File: src/rtl/exec_unit_scheduler.sv
// exec_unit_scheduler: classifies the EX-stage alu_t and sequences ALU, MUL, DIV and FPU
// units with stall, start/abort handshakes and a single writeback pulse.
package exec_unit_scheduler_pkg;
    typedef enum logic [5:0] {
        ALU_ADD, ALU_SUB, ALU_SLL, ALU_SLT, ALU_SLTU, ALU_XOR, ALU_SRL, ALU_SRA,
        ALU_OR, ALU_AND, ALU_LUI, ALU_AUIPC,
        ALU_MUL, ALU_MULH, ALU_MULHSU, ALU_MULHU,
        ALU_DIV, ALU_DIVU, ALU_REM, ALU_REMU,
        ALU_FADD, ALU_FSUB, ALU_FMUL, ALU_FDIV, ALU_FSQRT,
        ALU_FMADD, ALU_FMSUB, ALU_FNMSUB, ALU_FNMADD,
        ALU_FSGNJ, ALU_FSGNJN, ALU_FSGNJX, ALU_FMIN, ALU_FMAX,
        ALU_FLE, ALU_FLT, ALU_FEQ, ALU_FMVXW, ALU_FMVWX, ALU_FCLASS,
        ALU_FCVTWS, ALU_FCVTWUS, ALU_FCVTSW, ALU_FCVTSWU
    } alu_t;
endpackage

module exec_unit_scheduler
    import exec_unit_scheduler_pkg::*;
#(
    parameter int MUL_LAT = 3,
    parameter int FPU_LAT = 4,
    parameter int TIMEOUT = 64
) (
    input  logic       clk,
    input  logic       reset,
    input  logic       issue_valid,
    input  alu_t       alu_ctrl,
    input  logic       flush,
    input  logic       div_done,
    input  logic       fpu_done,
    output logic       stall,
    output logic       div_start,
    output logic       fpu_start,
    output logic       unit_abort,
    output logic       wb_valid,
    output logic [1:0] wb_sel,
    output logic       busy,
    output logic       timeout_err
);
    localparam int CW = $clog2(TIMEOUT + MUL_LAT + FPU_LAT);

    typedef enum logic [2:0] {IDLE, MUL_WAIT, FIX_WAIT, DIV_WAIT, FLONG_WAIT, DONE} state_t;
    typedef enum logic [2:0] {C_SINGLE, C_MUL, C_DIV, C_FFIX, C_FLONG} cls_t;

    state_t        state, nstate;
    cls_t          cls;
    logic [CW-1:0] cnt, ncnt;
    logic [1:0]    sel_q, nsel;
    logic          start, done;

    always_comb begin
        case (alu_ctrl)
            ALU_MUL, ALU_MULH, ALU_MULHSU, ALU_MULHU: cls = C_MUL;
            ALU_DIV, ALU_DIVU, ALU_REM, ALU_REMU: cls = C_DIV;
            ALU_FADD, ALU_FSUB, ALU_FMUL, ALU_FMADD,
            ALU_FMSUB, ALU_FNMSUB, ALU_FNMADD: cls = C_FFIX;
            ALU_FDIV, ALU_FSQRT: cls = C_FLONG;
            default: cls = C_SINGLE;
        endcase
    end

    assign done = (state == DIV_WAIT) ? div_done : fpu_done;

    always_comb begin
        nstate      = state;
        ncnt        = cnt;
        nsel        = sel_q;
        stall       = 1'b0;
        start       = 1'b0;
        unit_abort  = 1'b0;
        wb_valid    = 1'b0;
        wb_sel      = 2'd0;
        timeout_err = 1'b0;
        case (state)
            IDLE: if (issue_valid && !flush) begin
                case (cls)
                    C_MUL: begin
                        stall  = 1'b1;
                        ncnt   = CW'(MUL_LAT - 2);
                        nsel   = 2'd1;
                        nstate = MUL_WAIT;
                    end
                    C_FFIX: begin
                        stall  = 1'b1;
                        ncnt   = CW'(FPU_LAT - 2);
                        nsel   = 2'd3;
                        nstate = FIX_WAIT;
                    end
                    C_DIV: begin
                        stall  = 1'b1;
                        ncnt   = '0;
                        nsel   = 2'd2;
                        nstate = DIV_WAIT;
                    end
                    C_FLONG: begin
                        stall  = 1'b1;
                        ncnt   = '0;
                        nsel   = 2'd3;
                        nstate = FLONG_WAIT;
                    end
                    default: wb_valid = 1'b1;
                endcase
            end
            MUL_WAIT, FIX_WAIT: begin
                if (flush) nstate = IDLE;
                else begin
                    stall = 1'b1;
                    if (cnt == '0) nstate = DONE;
                    else ncnt = cnt - 1'b1;
                end
            end
            DIV_WAIT, FLONG_WAIT: begin
                if (flush) begin
                    unit_abort = 1'b1;
                    nstate     = IDLE;
                end else begin
                    stall = 1'b1;
                    start = (cnt == '0);
                    // done in the start-pulse cycle belongs to no launch of ours
                    if (done && cnt != '0) nstate = DONE;
                    else if (cnt == CW'(TIMEOUT - 1)) begin
                        timeout_err = 1'b1;
                        unit_abort  = 1'b1;
                        nstate      = IDLE;
                    end else ncnt = cnt + 1'b1;
                end
            end
            DONE: begin
                nstate   = IDLE;
                wb_valid = !flush;
                wb_sel   = flush ? 2'd0 : sel_q;
            end
            default: nstate = IDLE;
        endcase
    end

    assign div_start = start && state == DIV_WAIT;
    assign fpu_start = start && state == FLONG_WAIT;
    assign busy      = state != IDLE;

    always_ff @(posedge clk) begin
        if (reset) begin
            state <= IDLE;
            cnt   <= '0;
            sel_q <= 2'd0;
        end else begin
            state <= nstate;
            cnt   <= ncnt;
            sel_q <= nsel;
        end
    end
endmodule

File: config.mk
export PLATFORM = sky130hd
export DESIGN_NAME = exec_unit_scheduler
export DESIGN_NICKNAME = d
export VERILOG_FILES = /design/src/rtl/exec_unit_scheduler.sv
export SDC_FILE = /design/constraint.sdc
export NUM_CORES = 1
export LEC_CHECK = 0
export CORE_MARGIN = 2
export CORE_UTILIZATION = 30
export CTS_CLUSTER_DIAMETER = 60
export DETAILED_ROUTE_END_ITERATION = 6
export GPL_TIMING_DRIVEN = 0
export SYNTH_ARGS = -nofsm -noshare
export SYNTH_HDL_FRONTEND = slang
export SYNTH_SLANG_ARGS = --single-unit
File: constraint.sdc
create_clock -name clk -period 7.14 [get_ports clk]
set_input_delay 2.142 -clock clk [delete_from_list [all_inputs] [get_ports clk]]
set_output_delay 2.142 -clock clk [all_outputs]
set_load 0.02 [all_outputs]
==> key figures, run 1 <==
Setup path
  • Worst R2R Path Depth: 9
  • Arrival time at the worst endpoint: approximately 4.4 ns
  • Worst Setup Path Type: input port to output pin
  • Highest net fanout along the worst path: 5
  • Kind of end point of the critical path: output pin
  • Startpoint type of the worst setup path: input port
  • Required time of the critical path: 5.00 ns

Global routing
  • Vias in the first global route: 1042
  • Overall fraction of global-route tracks in use: 13.8%
  • Wire length of the first global-routing pass: approximately 5000 um
  • Antenna violations before repair: 0
  • Largest net degree at the start of global routing: 11
  • Remaining global-route overflow: 0

Clock network
  • Number of sinks handled by clock tree synthesis: 12
  • Number of cells upsized or downsized after cts: 0
  • Buffers from clock root to sink, at most: 2
  • Clock buffer count from CTS: 3
  • Post-CTS setup-driven buffer insertion count: 0
  • H-tree levels: 1
  • TritonCTS clock tree: done
  • Clk pin slew, worst setup/hold paths: 0.06 ns
  • CTS hold repair buffers: 0
  • Clock root cell: sky130_fd_sc_hd__clkbuf_8
  • Worst-Skew Late Latency: 0.25 ns

Final layout
  • Share of layout cells above drive strength 1: 12.0%
  • Diodes inserted: 0
  • Number of fillers in the final layout: 442
  • Area growth, synth to finish: 22.9%
  • Nets: 203
  • Area used by multi-input combinational logic: 917 sq um
  • Non-Filler Instances: around 230
  • Register area: 240 sq um

Logic synthesis
  • Yosys cell types: 53
  • Warning count from the yosys run: 0
  • Proportion of synthesized chip area in sequential cells: 19.4%
  • Average footprint of a synthesized cell: 7.66 sq um
  • Post-Syn Instances: approximately 160
  • Netlist Area Pre-Place: 1240 sq um
  • Number of enable-type register cells in the synthesized netlist: 0
  • Synth Register Bits: 12
  • Syn_nets: 180
  • Post-synthesis async set-or-reset flop share: 0%
  • Top FF cell, synth: sky130_fd_sc_hd__dfxtp_1

Die
  • Die extent in y: 68.3 um
  • Die Outline Area: 4670 sq um
  • Effective utilization at floorplan: 31.0%
  • Area of the core: about 4000 sq um
  • Row Count: 23
  • Width of the chip: 68.3 um
  • Count of boundary I/O pins: 21

Place
  • Number of buffer cells added on primary ports: 18
  • Total instance count after detailed placement: 230
  • Gpl congestion: 0.819
  • Estimated wirelength of the detail-placed design: 2380 um

Worst hold path
  • Type of the most critical hold path: flip-flop to flip-flop
  • Worst hold path stage count: 2

Power and ir drop
  • Switching power summed over all nets: 243 uW
  • Static Leakage: 0.000576 uW
  • Clock power share: a little over an eighth
  • Power density cells: 336 nW/um^2
  • Internal power: 270 uW
  • Combinational power share: 67.6%
  • Max VDD drop: ~0.11 mV
  • Net switching fraction of the power: 47.4%
  • Final total power: 513 uW
  • Sequential cell fraction of total power: 19.4%

STA
  • Final total negative setup slack: 0 ns
  • Final period util: 91.7%
  • Number of setup violations in the final report: 0
  • Unrepaired setup endpoints after global routing: no
  • Hold violation count in the final report: 0
  • Relative slew slack: 44.1%
  • Final Skew: 0.00853 ns
  • Tightest Pin Transition: 0.839 ns
  • Max-slew violation total from the final report: 0
  • Clock period minus worst slack: approximately 6.5 ns
  • Highest attainable clock frequency: 153 MHz

Detailed routing
  • 1st-pass router iterations: 4
  • DRC violation count after routing: 0
  • Routed wire length: 3110 um
  • Wire length per cell after detailed routing: 13.4 um
  • Violation count after the first detailed-routing iteration: between 70 and 80
  • Post-detailed-route count of antenna-violating nets: 0
  • Post-detailed-route via-to-cell ratio: 5.39
  • Total number of vias: 1257

Flow run
  • # Max-Cap Violations: 0

Run status
  • Outcome: finished clean
state kept, by name, summed over array words and instances (netlist names):
register	cells
sel_q	2
cnt	7
state	3
power groups by stage:
stage / Combinational [uW] / Clock, uW / Sequential [uW]
after detailed placement: 345 / 0 / 101
after floorplan: 272 / 0 / 96.6
after CTS: 346 / 66.0 / 99.4
after global placement: 345 / 0 / 100
after global routing: 382 / 68.0 / 102
final: 347 / 66.5 / 99.5
cell type report:
class                      count  share of cell area [%]
clock buffer                   3                    2.71
sequential                    12                    15.8
timing repair buffer          18                    11.8
multi-input combinational    132                    60.1
inverter                       9                    2.21
buffer                         9                    3.28
tap                           50                    4.10
layout by cell type (no fill, tap or decap), drive strengths merged, types with 2 or more instances in the layout:
cell / count
mux2i: 7
clkdlybuf4s50: 18
ha: 5
a31oi: 3
dfxtp: 12
o2111a: 2
nand4b: 2
nand2b: 3
clkbuf: 6
a21oi: 13
nand2: 10
and2: 3
and3: 6
nand3: 4
or3: 2
o21ai: 9
nor4: 2
nor2b: 6
a311oi: 3
a211oi: 4
inv: 9
nor3b: 2
nor3: 6
nor2: 18
buf: 6
cells by family after synthesis:
kind of cell,Yosys count,share of synthesized area (%)
simple gates,68,29.8
fa+ha+maj,7,7.46
flops,12,19.4
buf+inv,18,6.75
xor+xnor,2,1.41
mux,8,6.85
compound gates,47,28.3
cells in the mapped netlist (2+ instances only):
library cell / n / share of area (%)
sky130_fd_sc_hd__and2_1: 3 / 1.5
sky130_fd_sc_hd__nand2b_1: 3 / 1.5
sky130_fd_sc_hd__o21ai_2: 2 / 1.4
sky130_fd_sc_hd__and3_1: 6 / 3.0
sky130_fd_sc_hd__inv_1: 8 / 2.4
sky130_fd_sc_hd__mux2i_1: 7 / 5.6
sky130_fd_sc_hd__nor2b_1: 6 / 3.0
sky130_fd_sc_hd__nor3_1: 6 / 2.4
sky130_fd_sc_hd__nand2_1: 10 / 3.0
sky130_fd_sc_hd__a21oi_1: 13 / 5.2
sky130_fd_sc_hd__nand3_1: 4 / 1.6
sky130_fd_sc_hd__nor2_1: 18 / 5.4
sky130_fd_sc_hd__ha_1: 5 / 5.0
sky130_fd_sc_hd__o2111a_1: 2 / 1.8
sky130_fd_sc_hd__buf_2: 4 / 1.6
sky130_fd_sc_hd__a311oi_2: 2 / 2.4
sky130_fd_sc_hd__or3_4: 2 / 1.8
sky130_fd_sc_hd__a211oi_1: 4 / 2.4
sky130_fd_sc_hd__o21ai_1: 2 / 0.81
sky130_fd_sc_hd__a31oi_1: 3 / 1.5
sky130_fd_sc_hd__clkbuf_1: 3 / 0.91
sky130_fd_sc_hd__nor4_1: 2 / 1.0
sky130_fd_sc_hd__dfxtp_1: 12 / 19
sky130_fd_sc_hd__nand4b_1: 2 / 1.4
sky130_fd_sc_hd__o21ai_0: 5 / 2.0
worst paths after layout:
check	start	endpoint	slack (ns)
setup / recovery	alu_ctrl[1]	stall	0.59
hold reg to reg	sel_q[1]$_SDFFE_PP0P_	sel_q[1]$_SDFFE_PP0P_	0.50
setup reg to reg	state[1]$_SDFFE_PP0P_	cnt[6]$_SDFFE_PP0P_	3.99
hold / removal	sel_q[1]$_SDFFE_PP0P_	sel_q[1]$_SDFFE_PP0P_	0.50
per-stage QoR:
step                      hold WS [ns]  cell area, sq um  utilization [%]  setup slack [ns]
after floorplan                  0.463              1240                -              1.60
after global placement           0.495              1480             37.1             0.589
after detailed placement         0.496              1480             37.1             0.588
after CTS                        0.509              1530             38.1             0.583
after global routing             0.541              1530             38.1             0.502
final                            0.505              1530             38.1             0.594
metal layers:
layer,global-route usage (%),wire (um),vias up
met5,0,0,-
met4,6.25,52,0
met3,1.15,92,5
met2,20.6,1330,22
met1,19.9,1630,584
li1,-,-,646
worst max-delay path, cell delays in order:
cell and delay (ns):
sky130_fd_sc_hd__clkdlybuf4s50_1 0.47, sky130_fd_sc_hd__o2111a_1 0.27, sky130_fd_sc_hd__or3_4 0.39, sky130_fd_sc_hd__or3_4 0.40, sky130_fd_sc_hd__o21ai_0 0.10, sky130_fd_sc_hd__clkdlybuf4s50_1 0.63
(Power assumes the default switching activity.)
==> run 2: changes to the inputs <==
--- a/config.mk
+++ b/config.mk
@@ -10,6 +10,7 @@
 export CTS_CLUSTER_DIAMETER = 60
 export DETAILED_ROUTE_END_ITERATION = 6
 export GPL_TIMING_DRIVEN = 0
+export SKIP_CTS_REPAIR_TIMING = 1
 export SYNTH_ARGS = -nofsm -noshare
 export SYNTH_HDL_FRONTEND = slang
 export SYNTH_SLANG_ARGS = --single-unit
==> results of run 2 <==
Final layout, timing and power as in run 1 (identical DEF).
